**config.mk**
```make
export PLATFORM = sky130hd
export DESIGN_NAME = alarm_sequencer
export DESIGN_NICKNAME = d
export VERILOG_FILES = /design/src/rtl/alarm_pkg.sv /design/src/rtl/tod_counter.sv /design/src/rtl/alarm_sequencer.sv
export SDC_FILE = /design/constraint.sdc
export NUM_CORES = 1
export LEC_CHECK = 0
export CORE_MARGIN = 2
export CORE_UTILIZATION = 56
export DETAILED_ROUTE_END_ITERATION = 10
export GPL_TIMING_DRIVEN = 1
export PLACE_DENSITY = 0.86
export SLEW_MARGIN = 30
export SYNTH_ARGS = -nofsm -noshare
export SYNTH_HDL_FRONTEND = slang
export SYNTH_SLANG_ARGS = --single-unit
```
**constraint.sdc**
```tcl
create_clock -name clk -period 3.23 [get_ports clk]
set_input_delay 0.8075 -clock clk [delete_from_list [all_inputs] [get_ports clk]]
set_output_delay 0.8075 -clock clk [all_outputs]
set_load 0.02 [all_outputs]
```
**src/rtl/alarm_pkg.sv**
```systemverilog
// Shared types and constants for the alarm sequencer and its time-of-day counter.
package alarm_pkg;

  typedef enum logic [1:0] {
    IDLE    = 2'd0,
    RINGING = 2'd1,
    SNOOZE  = 2'd2
  } state_t;

  localparam int DAYS_PER_WEEK = 7;
  localparam int HOURS         = 24;
  localparam int MINS          = 60;

  localparam int DAY_W  = 3;
  localparam int HOUR_W = 5;
  localparam int MIN_W  = 6;

endpackage

```
**src/rtl/tod_counter.sv**
```systemverilog
// Minute/hour/day-of-week counter with a sanitising load and a one-cycle delayed tick.
module tod_counter
  import alarm_pkg::*;
(
  input  logic              clk,
  input  logic              rst_n,
  input  logic              min_tick,
  input  logic              set_time,
  input  logic [DAY_W-1:0]  set_day,
  input  logic [HOUR_W-1:0] set_hour,
  input  logic [MIN_W-1:0]  set_min,
  output logic [DAY_W-1:0]  day,
  output logic [HOUR_W-1:0] hour,
  output logic [MIN_W-1:0]  minute,
  output logic              tick_q
);

  localparam logic [DAY_W-1:0]  DAY_LAST  = DAY_W'(DAYS_PER_WEEK - 1);
  localparam logic [HOUR_W-1:0] HOUR_LAST = HOUR_W'(HOURS - 1);
  localparam logic [MIN_W-1:0]  MIN_LAST  = MIN_W'(MINS - 1);

  logic [DAY_W-1:0]  load_day;
  logic [HOUR_W-1:0] load_hour;
  logic [MIN_W-1:0]  load_min;

  assign load_day  = (set_day  > DAY_LAST)  ? '0 : set_day;
  assign load_hour = (set_hour > HOUR_LAST) ? '0 : set_hour;
  assign load_min  = (set_min  > MIN_LAST)  ? '0 : set_min;

  always_ff @(posedge clk or negedge rst_n) begin
    if (!rst_n) begin
      day    <= '0;
      hour   <= '0;
      minute <= '0;
      tick_q <= 1'b0;
    end else begin
      // A loaded time must never look like a fresh minute to the match logic.
      tick_q <= min_tick & ~set_time;
      if (set_time) begin
        day    <= load_day;
        hour   <= load_hour;
        minute <= load_min;
      end else if (min_tick) begin
        if (minute == MIN_LAST) begin
          minute <= '0;
          if (hour == HOUR_LAST) begin
            hour <= '0;
            day  <= (day == DAY_LAST) ? '0 : day + DAY_W'(1);
          end else begin
            hour <= hour + HOUR_W'(1);
          end
        end else begin
          minute <= minute + MIN_W'(1);
        end
      end
    end
  end

endmodule

```
**src/rtl/alarm_sequencer.sv**
```systemverilog
// Alarm controller: keeps time, matches the programmed alarm and runs the ring/snooze/stop FSM.
module alarm_sequencer
  import alarm_pkg::*;
#(
  parameter int SNOOZE_MIN       = 9,
  parameter int RING_TIMEOUT_MIN = 30,
  parameter int MAX_SNOOZE       = 3
) (
  input  logic              clk,
  input  logic              rst_n,
  input  logic              min_tick,
  input  logic              set_time,
  input  logic [DAY_W-1:0]  set_day,
  input  logic [HOUR_W-1:0] set_hour,
  input  logic [MIN_W-1:0]  set_min,
  input  logic              alarm_wr,
  input  logic [HOUR_W-1:0] alarm_hour,
  input  logic [MIN_W-1:0]  alarm_min,
  input  logic              alarm_arm,
  input  logic              day_en,
  input  logic              stop,
  input  logic              snooze,
  output logic [DAY_W-1:0]  day,
  output logic [HOUR_W-1:0] hour,
  output logic [MIN_W-1:0]  minute,
  output logic              ring,
  output logic              snoozing,
  output logic [2:0]        snooze_left
);

  localparam logic [5:0] TIMEOUT_LAST = 6'(RING_TIMEOUT_MIN - 1);
  localparam logic [5:0] SNOOZE_LOAD  = 6'(SNOOZE_MIN);
  localparam logic [2:0] SNOOZE_MAX   = 3'(MAX_SNOOZE);

  logic              tick_q;
  logic [HOUR_W-1:0] alarm_hour_q;
  logic [MIN_W-1:0]  alarm_min_q;
  logic              armed;
  logic              trigger;
  logic              disarm;

  state_t     state, state_nxt;
  logic [5:0] ring_timer, ring_timer_nxt;
  logic [5:0] countdown, countdown_nxt;
  logic [2:0] snooze_left_nxt;

  tod_counter u_tod (
    .clk      (clk),
    .rst_n    (rst_n),
    .min_tick (min_tick),
    .set_time (set_time),
    .set_day  (set_day),
    .set_hour (set_hour),
    .set_min  (set_min),
    .day      (day),
    .hour     (hour),
    .minute   (minute),
    .tick_q   (tick_q)
  );

  always_ff @(posedge clk or negedge rst_n) begin
    if (!rst_n) begin
      alarm_hour_q <= '0;
      alarm_min_q  <= '0;
      armed        <= 1'b0;
    end else if (alarm_wr) begin
      alarm_hour_q <= alarm_hour;
      alarm_min_q  <= alarm_min;
      armed        <= alarm_arm;
    end
  end

  // Counters never exceed 23:59, so an out-of-range stored alarm simply never compares equal.
  assign trigger = tick_q & armed & day_en & (hour == alarm_hour_q) & (minute == alarm_min_q);
  assign disarm  = alarm_wr & ~alarm_arm;

  always_comb begin
    state_nxt       = state;
    ring_timer_nxt  = ring_timer;
    countdown_nxt   = countdown;
    snooze_left_nxt = snooze_left;
    if (disarm || stop) begin
      state_nxt = IDLE;
    end else begin
      case (state)
        IDLE: begin
          if (trigger) begin
            state_nxt       = RINGING;
            ring_timer_nxt  = '0;
            snooze_left_nxt = SNOOZE_MAX;
          end
        end
        RINGING: begin
          if (min_tick && ring_timer == TIMEOUT_LAST) begin
            state_nxt = IDLE;
          end else begin
            if (min_tick) ring_timer_nxt = ring_timer + 6'd1;
            if (snooze && snooze_left != 3'd0) begin
              state_nxt       = SNOOZE;
              snooze_left_nxt = snooze_left - 3'd1;
              countdown_nxt   = SNOOZE_LOAD;
            end
          end
        end
        SNOOZE: begin
          if (min_tick) begin
            if (countdown == 6'd1) begin
              state_nxt      = RINGING;
              ring_timer_nxt = '0;
            end else begin
              countdown_nxt = countdown - 6'd1;
            end
          end
        end
        default: state_nxt = IDLE;
      endcase
    end
  end

  always_ff @(posedge clk or negedge rst_n) begin
    if (!rst_n) begin
      state       <= IDLE;
      ring_timer  <= '0;
      countdown   <= '0;
      snooze_left <= SNOOZE_MAX;
    end else begin
      state       <= state_nxt;
      ring_timer  <= ring_timer_nxt;
      countdown   <= countdown_nxt;
      snooze_left <= snooze_left_nxt;
    end
  end

  assign ring     = (state == RINGING);
  assign snoozing = (state == SNOOZE);

endmodule
```
# Word level (Yosys, flattened, before mapping)
# Cells that the tools add are included.
# op_classes
add_sub_neg,6
n_lt_le_gt_ge,3
eq_ne,20
mux,37
n_bitwise,9
reduce_logical,17
# ops
operator,n
two-way mux 6 bit,13
two-way mux 3 bit,9
two-way mux 5 bit,5
one-hot mux 6 bit (3 select lines),1
adder 6 x 1 -> 6 bit (second input constant),2
two-way mux 2 bit,6
one-hot mux 6 bit (2 select lines),1
!= test 2 bit (second input constant),5
nonzero test 2 bit,5
AND reduction 7 bit,1
AND 1 bit,6
equality test 6 x 1 -> 1 bit (second input constant),1
equality test 6 x 5 -> 1 bit (second input constant),1
equality test 6 bit,1
equality test 6 bit (second input constant),1
greater-than comparator 6 bit (second input constant),1
one-hot mux 2 bit (3 select lines),1
one-hot mux 3 bit (2 select lines),1
AND reduction 6 bit,1
nonzero test 3 bit,2
subtractor 6 x 1 -> 6 bit (second input constant),1
adder 5 x 1 -> 5 bit (second input constant),1
equality test 5 bit,1
equality test 5 bit (second input constant),1
other kinds (20),24
# totals
ff_bits,44
out_inout_bits,19
word_cells,103

# Depth between registers and ports, before layout
# logic_depth
ltp_word,7
depth_mapped,8

# Cells and area by module
# Synthesis repeated with hierarchy kept, for this count alone.
# hier_totals
cells_unflattened,270
area_unflattened_um2,2620.0
# modules_own_cells
module,instances,cells_each,area_each_um2,seq_area_each_um2
alarm_sequencer,1,162,1685.4,728.2
tod_counter,1,108,934.6,375.4

# Least setup slack after synthesis
# No wires, ideal clock.
# synth_timing
path_type,input-to-reg
start,in alarm_arm
end,reg countdown[2]
arrival_ns,2.227
path_slack_ns,0.937
cell_stages,6
n_path_buf,1
path_cell_list,nand2b_1 nand2b_2 or4_1 buf_2 or4_1 nand2_1
# synth_between
elab_chain_cells,5
# synth_lines
element,line,rtl
"start, declared",alarm_sequencer.sv:19,"input logic alarm_arm,"
inverter 1 bit,alarm_sequencer.sv:75,assign disarm = alarm_wr & ~alarm_arm;
AND 1 bit,alarm_sequencer.sv:75,
logical OR 1 bit,alarm_sequencer.sv:82,if (disarm || stop) begin
inverter 1 bit (no source line),n/a,
AND reduction 6 bit (no source line),n/a,
"end signal, assigned",alarm_sequencer.sv:129,countdown <= countdown_nxt;
"end, declared",alarm_sequencer.sv:44,"logic [5:0] countdown, countdown_nxt;"
# Every way passes these cells.
# A chain may end at the register's enable or synchronous reset.

# Final worst setup path
# layout_timing
start,reg state[1]
end,out ring
# layout_between
elab_chain_cells,1
# layout_lines
element,line,rtl
"start, declared",alarm_sequencer.sv:42,"state_t state, state_nxt;"
"start signal, assigned",alarm_sequencer.sv:127,state <= state_nxt;
equality test 2 x 1 -> 1 bit,alarm_sequencer.sv:134,assign ring = (state == RINGING);
"end, declared",alarm_sequencer.sv:26,"output logic ring,"
# Every way passes these cells.

==> reports/results.ini <==
[outcome]
outcome = finished, final reports clean

[synthesis]
ys_seq_area_share_pct = 42.0
syn_area_per_cell_um2 = 9.38
yosys.area.top_type_share_pct = 40.0
synth_cell_types = 57
synth_area_mm2 = 0.00263
synth_edf_count = 0
syn-num-nets = 322
synthArstFlopShare_pct = 100
synth.area.top_cells = dfrtp_1, mux2_2, o21ai_0, ha_1, xor2_1
ys.flop_type = dfrtp_1
synthCells = 280
ys_seq_elements = 44
ys_warn_count = 0
netlist.top_cell.by_area = dfrtp_1

[grt]
grt_util_all_layers_pct = 25.4
grt_use_met3_pct = 5.83
globalRouteOverflowTotal = 0
grt_busiest_layer = met2
antenna_found_initial = 0
grt_max_degree = 45
grt_pass1_wl_um = 10400
grt.met1_usage_pct = 31.4
grt_pass1_vias = 2273
use_met2_pct = 43.5

[clock_tree]
clock_latency_ns = 0.31
cts_tree = built
cts.sinks = 44
clk_pin_slew_worst_paths_ns = 0.09
post_cts_resized = 0
htreeDepth = 2
hold_buffers = 0
cts_setup_buffers = 0
clk_path_buf_depth = 2
numCtsBuffers = 5
clockRootBuffer = clkbuf_8

[final_layout]
n_fill_cell = 323
antenna_cells = 0
layout_common_cells = clkdlybuf4s50_1, dfrtp_1, o21ai_0
area_delta_synth_final_pct = 25.0
layout.nets = 373
fin_util_pct = 73.8
final_common_cell = clkdlybuf4s50_1
drive_gt1_share_pct = 11.1

[setup_path]
worstPathRequired_ns = 2.42
cpPeakStageDelay_ns = 0.65
crit_family = buffers and inverters
crit_path_cell_trace = nand2b_2 -> inv_1 -> clkdlybuf4s50_1
critPathKind = flop to output pin
cp-end-kind = output pin
start_kind = flop
cp.arrival_ns = 1.97
crit_buf_inv = 2
crit_fanout = 12
slowest_stage = clkdlybuf4s50_1

[floorplan]
fp.dieArea_mm2 = 0.00525
core_mm2 = 0.00444
std_cell_rows = 24
die_w_um = 72.5
io_pins = 53
dieHeight_um = 72.5
initial_core_util_pct = 59.1

[sta]
rsz0062_at_grt = false
clock_skew_ns = 0.00671
tightest_slew_ns = 0.615
slew_violations = 0
final-hold-violation-count = 0
min_period_ns = 2.78
relSlewSlack_pct = 58.6
setup_tns_ns = 0
hold_slack_ns = 0.470
max_freq_ghz = 0.360
setup_viol = 0
min_period_over_period_pct = 86.0

[power]
ir_worst_vdd_uv = 318
p_seq_share_pct = 48.5
switching_share_pct = 32.3
powerDensity_mw_per_mm2 = 433
leakage_uw = 0.00133
clockPowerShare_pct = 26.5
combPwrFrac_pct = 24.9
internal_power_uw = 963
p_sw_uw = 459

[drt]
num_vias = 2390
drt_iter0_markers = 172
finalWirelength_um = 6240
drcViolationCount = 0
wl_per_cell_um = 16.2
drt_pre_antenna_iters = 4
viasPerCell = 6.22
ant_nets = 0

[placement]
dp_hpwl_um = 4600
io_buffers = 52
gp_congestion = 0.851

[worst_hold_path]
hold_path_class = primary input to async pin

[flow_run]
maxCapViolCount = 0

[cell families (layout without fill, tap and decap cells)]
| logic type | Yosys count | after routing | synth area share, % |
|---|---|---|---|
| fa+ha+maj | 8 | 8 | 3.81 |
| compound gates | 81 | 81 | 20.3 |
| flops | 44 | 44 | 42.0 |
| mux | 15 | 15 | 6.29 |
| xor+xnor | 12 | 12 | 4.00 |
| simple gates | 95 | 95 | 19.8 |
| buf+inv | 25 | 77 | 3.77 |
[Yosys cell counts (all sizes together) (4+ instances only)]
cell and count:
dfrtp 42, o21ai 27, nand2 21, a21oi 15
inv 14, mux2 12, nand3 11, nor3 11
xor2 11, nor2 9, ha 8, nor4 7
clkbuf 6, nand2b 6, a22oi 5, buf 5
o211ai 5, a31oi 4, a32oi 4, nand3b 4
or2 4
[metrics by stage]
step | cell area (um2) | std cells | worst slack (ns) | power (uW)
2_1_floorplan | 2630 | 280 | 0.937 | 881
5_1_grt | 3280 | 384 | 0.321 | 1490
3_3_place_gp | 3180 | 376 | 0.358 | 1040
6_report | 3280 | 384 | 0.453 | 1420
4_1_cts | 3280 | 384 | 0.450 | 1420
3_5_place_dp | 3180 | 376 | 0.305 | 1050
[metal layers]
metal	part of all wire (%)	wire, um	up-vias
met5	0	0	-
met4	1.6	100	0
met3	5.2	327	8
met2	50	3130	66
met1	43	2680	1173
li1	-	-	1143
[state kept, by name, summed over array words and instances (netlist names), 2 cells and up]
signal	cells
state	2
u_tod.minute	6
u_tod.hour	5
countdown	6
alarm_min_q	6
u_tod.day	3
ring_timer	6
alarm_hour_q	5
snooze_left	3
[final timing paths]
check	cells past startpoint	endpoint	slack (ns)	start
max	3	ring	0.45	state[1]
min	1	countdown[1]	0.47	rst_n
max reg2reg	7	countdown[2]	0.90	snooze_left[0]
min reg2reg	2	snooze_left[0]	0.52	snooze_left[0]
max in group asynchronous	1	snooze_left[1]	2.36	rst_n
min in group clk	2	snooze_left[0]	0.52	snooze_left[0]
[power groups by stage]
stage | Sequential (uW) | Combinational [uW] | Clock, uW
floorplan | 710 | 171 | 0
global placement | 698 | 344 | 0
detailed placement | 698 | 355 | 0
CTS | 689 | 357 | 378
global route | 700 | 390 | 406
finish | 690 | 355 | 377
[final cells by class]
cell class	instances	area (um2)	area share [%]
inverter	14	52.6	1.60
multi-input combinational	211	1420	43.3
tap	52	65.1	1.98
clock inverter	2	15.0	0.457
clock buffer	6	82.6	2.52
timing repair buffer	55	541	16.5
sequential	44	1100	33.6
(Power assumes the default switching activity.)
==> RTL edit (same flow settings) <==
Set the package constant `DAY_W` to 5 (it was 3).
--- a/src/rtl/alarm_pkg.sv
+++ b/src/rtl/alarm_pkg.sv
@@ -11,7 +11,7 @@
   localparam int HOURS         = 24;
   localparam int MINS          = 60;
 
-  localparam int DAY_W  = 3;
+  localparam int DAY_W  = 5;
   localparam int HOUR_W = 5;
   localparam int MIN_W  = 6;
 
Ports: changed (resized day and set_day); port bits go from 53 to 57. The function was not compared with the original's and may differ.
==> RTL edit against the original RTL <==
- utilization fell by 0.97 points
- register-to-register slack got worse by 60 ps
- area after synthesis rose by 2.7%
- routed wire length fell by 2.0%
- setup slack improved by 120 ps
- design area rose by 4.2%
- global-route usage fell by 0.68 points
- power rose by 3.5%
- sequential cell count rose by 2
==> RTL edit: results (changes against the original RTL) <==
cts:
  post-cts-setup-buffer-count: 0  # unchanged
  clockBufferDepth: 2  # unchanged
  root_buffer: "clkbuf_8"
  cts_buffers: 5  # unchanged
  cts_resized: 0  # unchanged
  cts.hold.buffers_added: 0  # unchanged
  h-tree-depth: 2  # unchanged
  insertion_delay_ps: 310  # about the same
  clk_pin_slew_ps: 90  # about the same
power_and_ir_drop:
  peakVddDrop_v: 0.0002846  # -10%
  p_leak_nw: 1.418  # +6.7%
timing:
  fin_skew_ps: 9.981  # +3.270 ps
  max_slew.worst_pin.slew_ps: 665.7  # +50.31 ps
grt:
  first_global_vias: 2305  # +1.4%
  grt_max_degree: 47  # +4.4%
  grtUsageTotal_pct: 24.72  # -0.68 points
  antenna_found_initial: 0  # unchanged
  grt_pass1_wl_um: 10250  # -1.3%
setup_path:
  cp_max_fo: 9  # -3
  cp_data_arrival_time_ps: 1850  # -120 ps
  critPathMaxStageDelay_ps: 620  # -30 ps
  crit_family: "buffers and inverters"
  slowest_stage: "clkdlybuf4s50_1"
routing:
  drtPass1Iterations: 4  # unchanged
  post_drt_wl_per_cell_um: 15.68  # -3.5%
  drt-initial-drc-count: 115  # -33%
  num_vias: 2348  # -1.8%
yosys:
  synth_cell_types: 60  # +5.3%
  synth_nets: 324  # +0.62%
  synth_warnings: 0  # unchanged
  synthArstFlopShare_pct: 100.0  # unchanged
  ys_seq_area_share_pct: 42.78  # +0.74 points
  synth_common_cells: "dfrtp_1 (44), o21ai_0 (22), a21oi_1 (20)"
  synthTopCellsByArea: "dfrtp_1 (41%), mux2_2 (5.4%), ha_1 (4.6%), o21ai_0 (4.1%), a21oi_1 (3.7%)"
floorplanning:
  die_x_um: 73.39  # +1.3%
placement:
  gp_congestion: 0.9010  # +5.8%
  place_area_um2: 3306  # +3.9%
  place_ws_ps: 367.3  # +62.44 ps
  dp_hpwl_um: 4527  # -1.7%
  io_buffers: 56  # +7.7%
cells_and_area:
  nNetsFinal: 381  # +2.1%
  drive_above_1_share_pct: 11.01  # -0.13 points
  antennaDiodeCount: 0  # unchanged
hold_path:
  hold_path_class: "primary input to asynchronous set/reset pin"
run_status:
  run_status: "complete, no violations"
RTL edit: cell types whose count changed after synthesis, moves of 4 or more:
cell / delta
a21oi_1: +6
inv_1: +5
nand2_1: -4
nand3b_1: -4
nor2_1: +8
nor3_1: -7
o211ai_1: -5
o21ai_0: -4
or2_2: -4
xnor2_1: +8
xor2_1: -8
RTL edit: per-layer routing:
metal	vias up	wire length (µm)	global-route usage, %
met5	-	0	0
met4	0	61	8.081
met3	7	359	5.761
met2	74	3225	44.74
met1	1126	2469	28.70
li1	1141	-	-
RTL edit: stage by stage:
step                std cells  utilization, %  hold slack, ps
floorplan                 278               -           480.3
global placement          382           70.40           504.6
detailed placement        382           70.45           506.9
CTS                       390           72.88           505.0
global route              390           72.88           525.4
finish                    390           72.88           497.4
RTL edit: final timing paths:
check / start / to / slack (ps) / depth (start not counted)
worst max-delay path: state[0] / ring / 570 / 3
worst min-delay path: rst_n / countdown[2] / 500 / 1
worst max register to register: snooze_left[0] / countdown[4] / 840 / 7
worst min register to register: snooze_left[0] / snooze_left[0] / 530 / 1
max in group asynchronous: rst_n / u_tod.minute[0] / 2340 / 1
min in group clk: snooze_left[0] / snooze_left[0] / 530 / 1
RTL edit: cells by family (layout without fill, tap and decap cells):
kind of cell             count (synthesis)  count (layout)  share of synthesized area, %
buffers and inverters                   29              87                         4.362
AO/OA/AOI/OAI                           78              78                         20.05
multiplexers                            16              16                         6.543
XOR/XNOR                                12              12                         3.898
flip-flops                              46              46                         42.78
AND/OR/NAND/NOR                         87              87                         17.73
adder cells (fa/ha/maj)                 10              10                         4.640
RTL edit: power by group:
part           internal, mW  switching [mW]  leakage, nW  total, mW
Combinational         0.177           0.168        0.809      0.344
Sequential            0.624          0.0708        0.559      0.695
Clock                 0.230           0.203       0.0504      0.433
RTL edit: cell type report:
type	count	area, µm²
fill	348	1272
tap	54	67.56
timing repair buffer	60	588.1
inverter	19	71.32
sequential	46	1154
clock buffer	5	68.82
clock inverter	3	45.04
multi-input combinational	203	1425
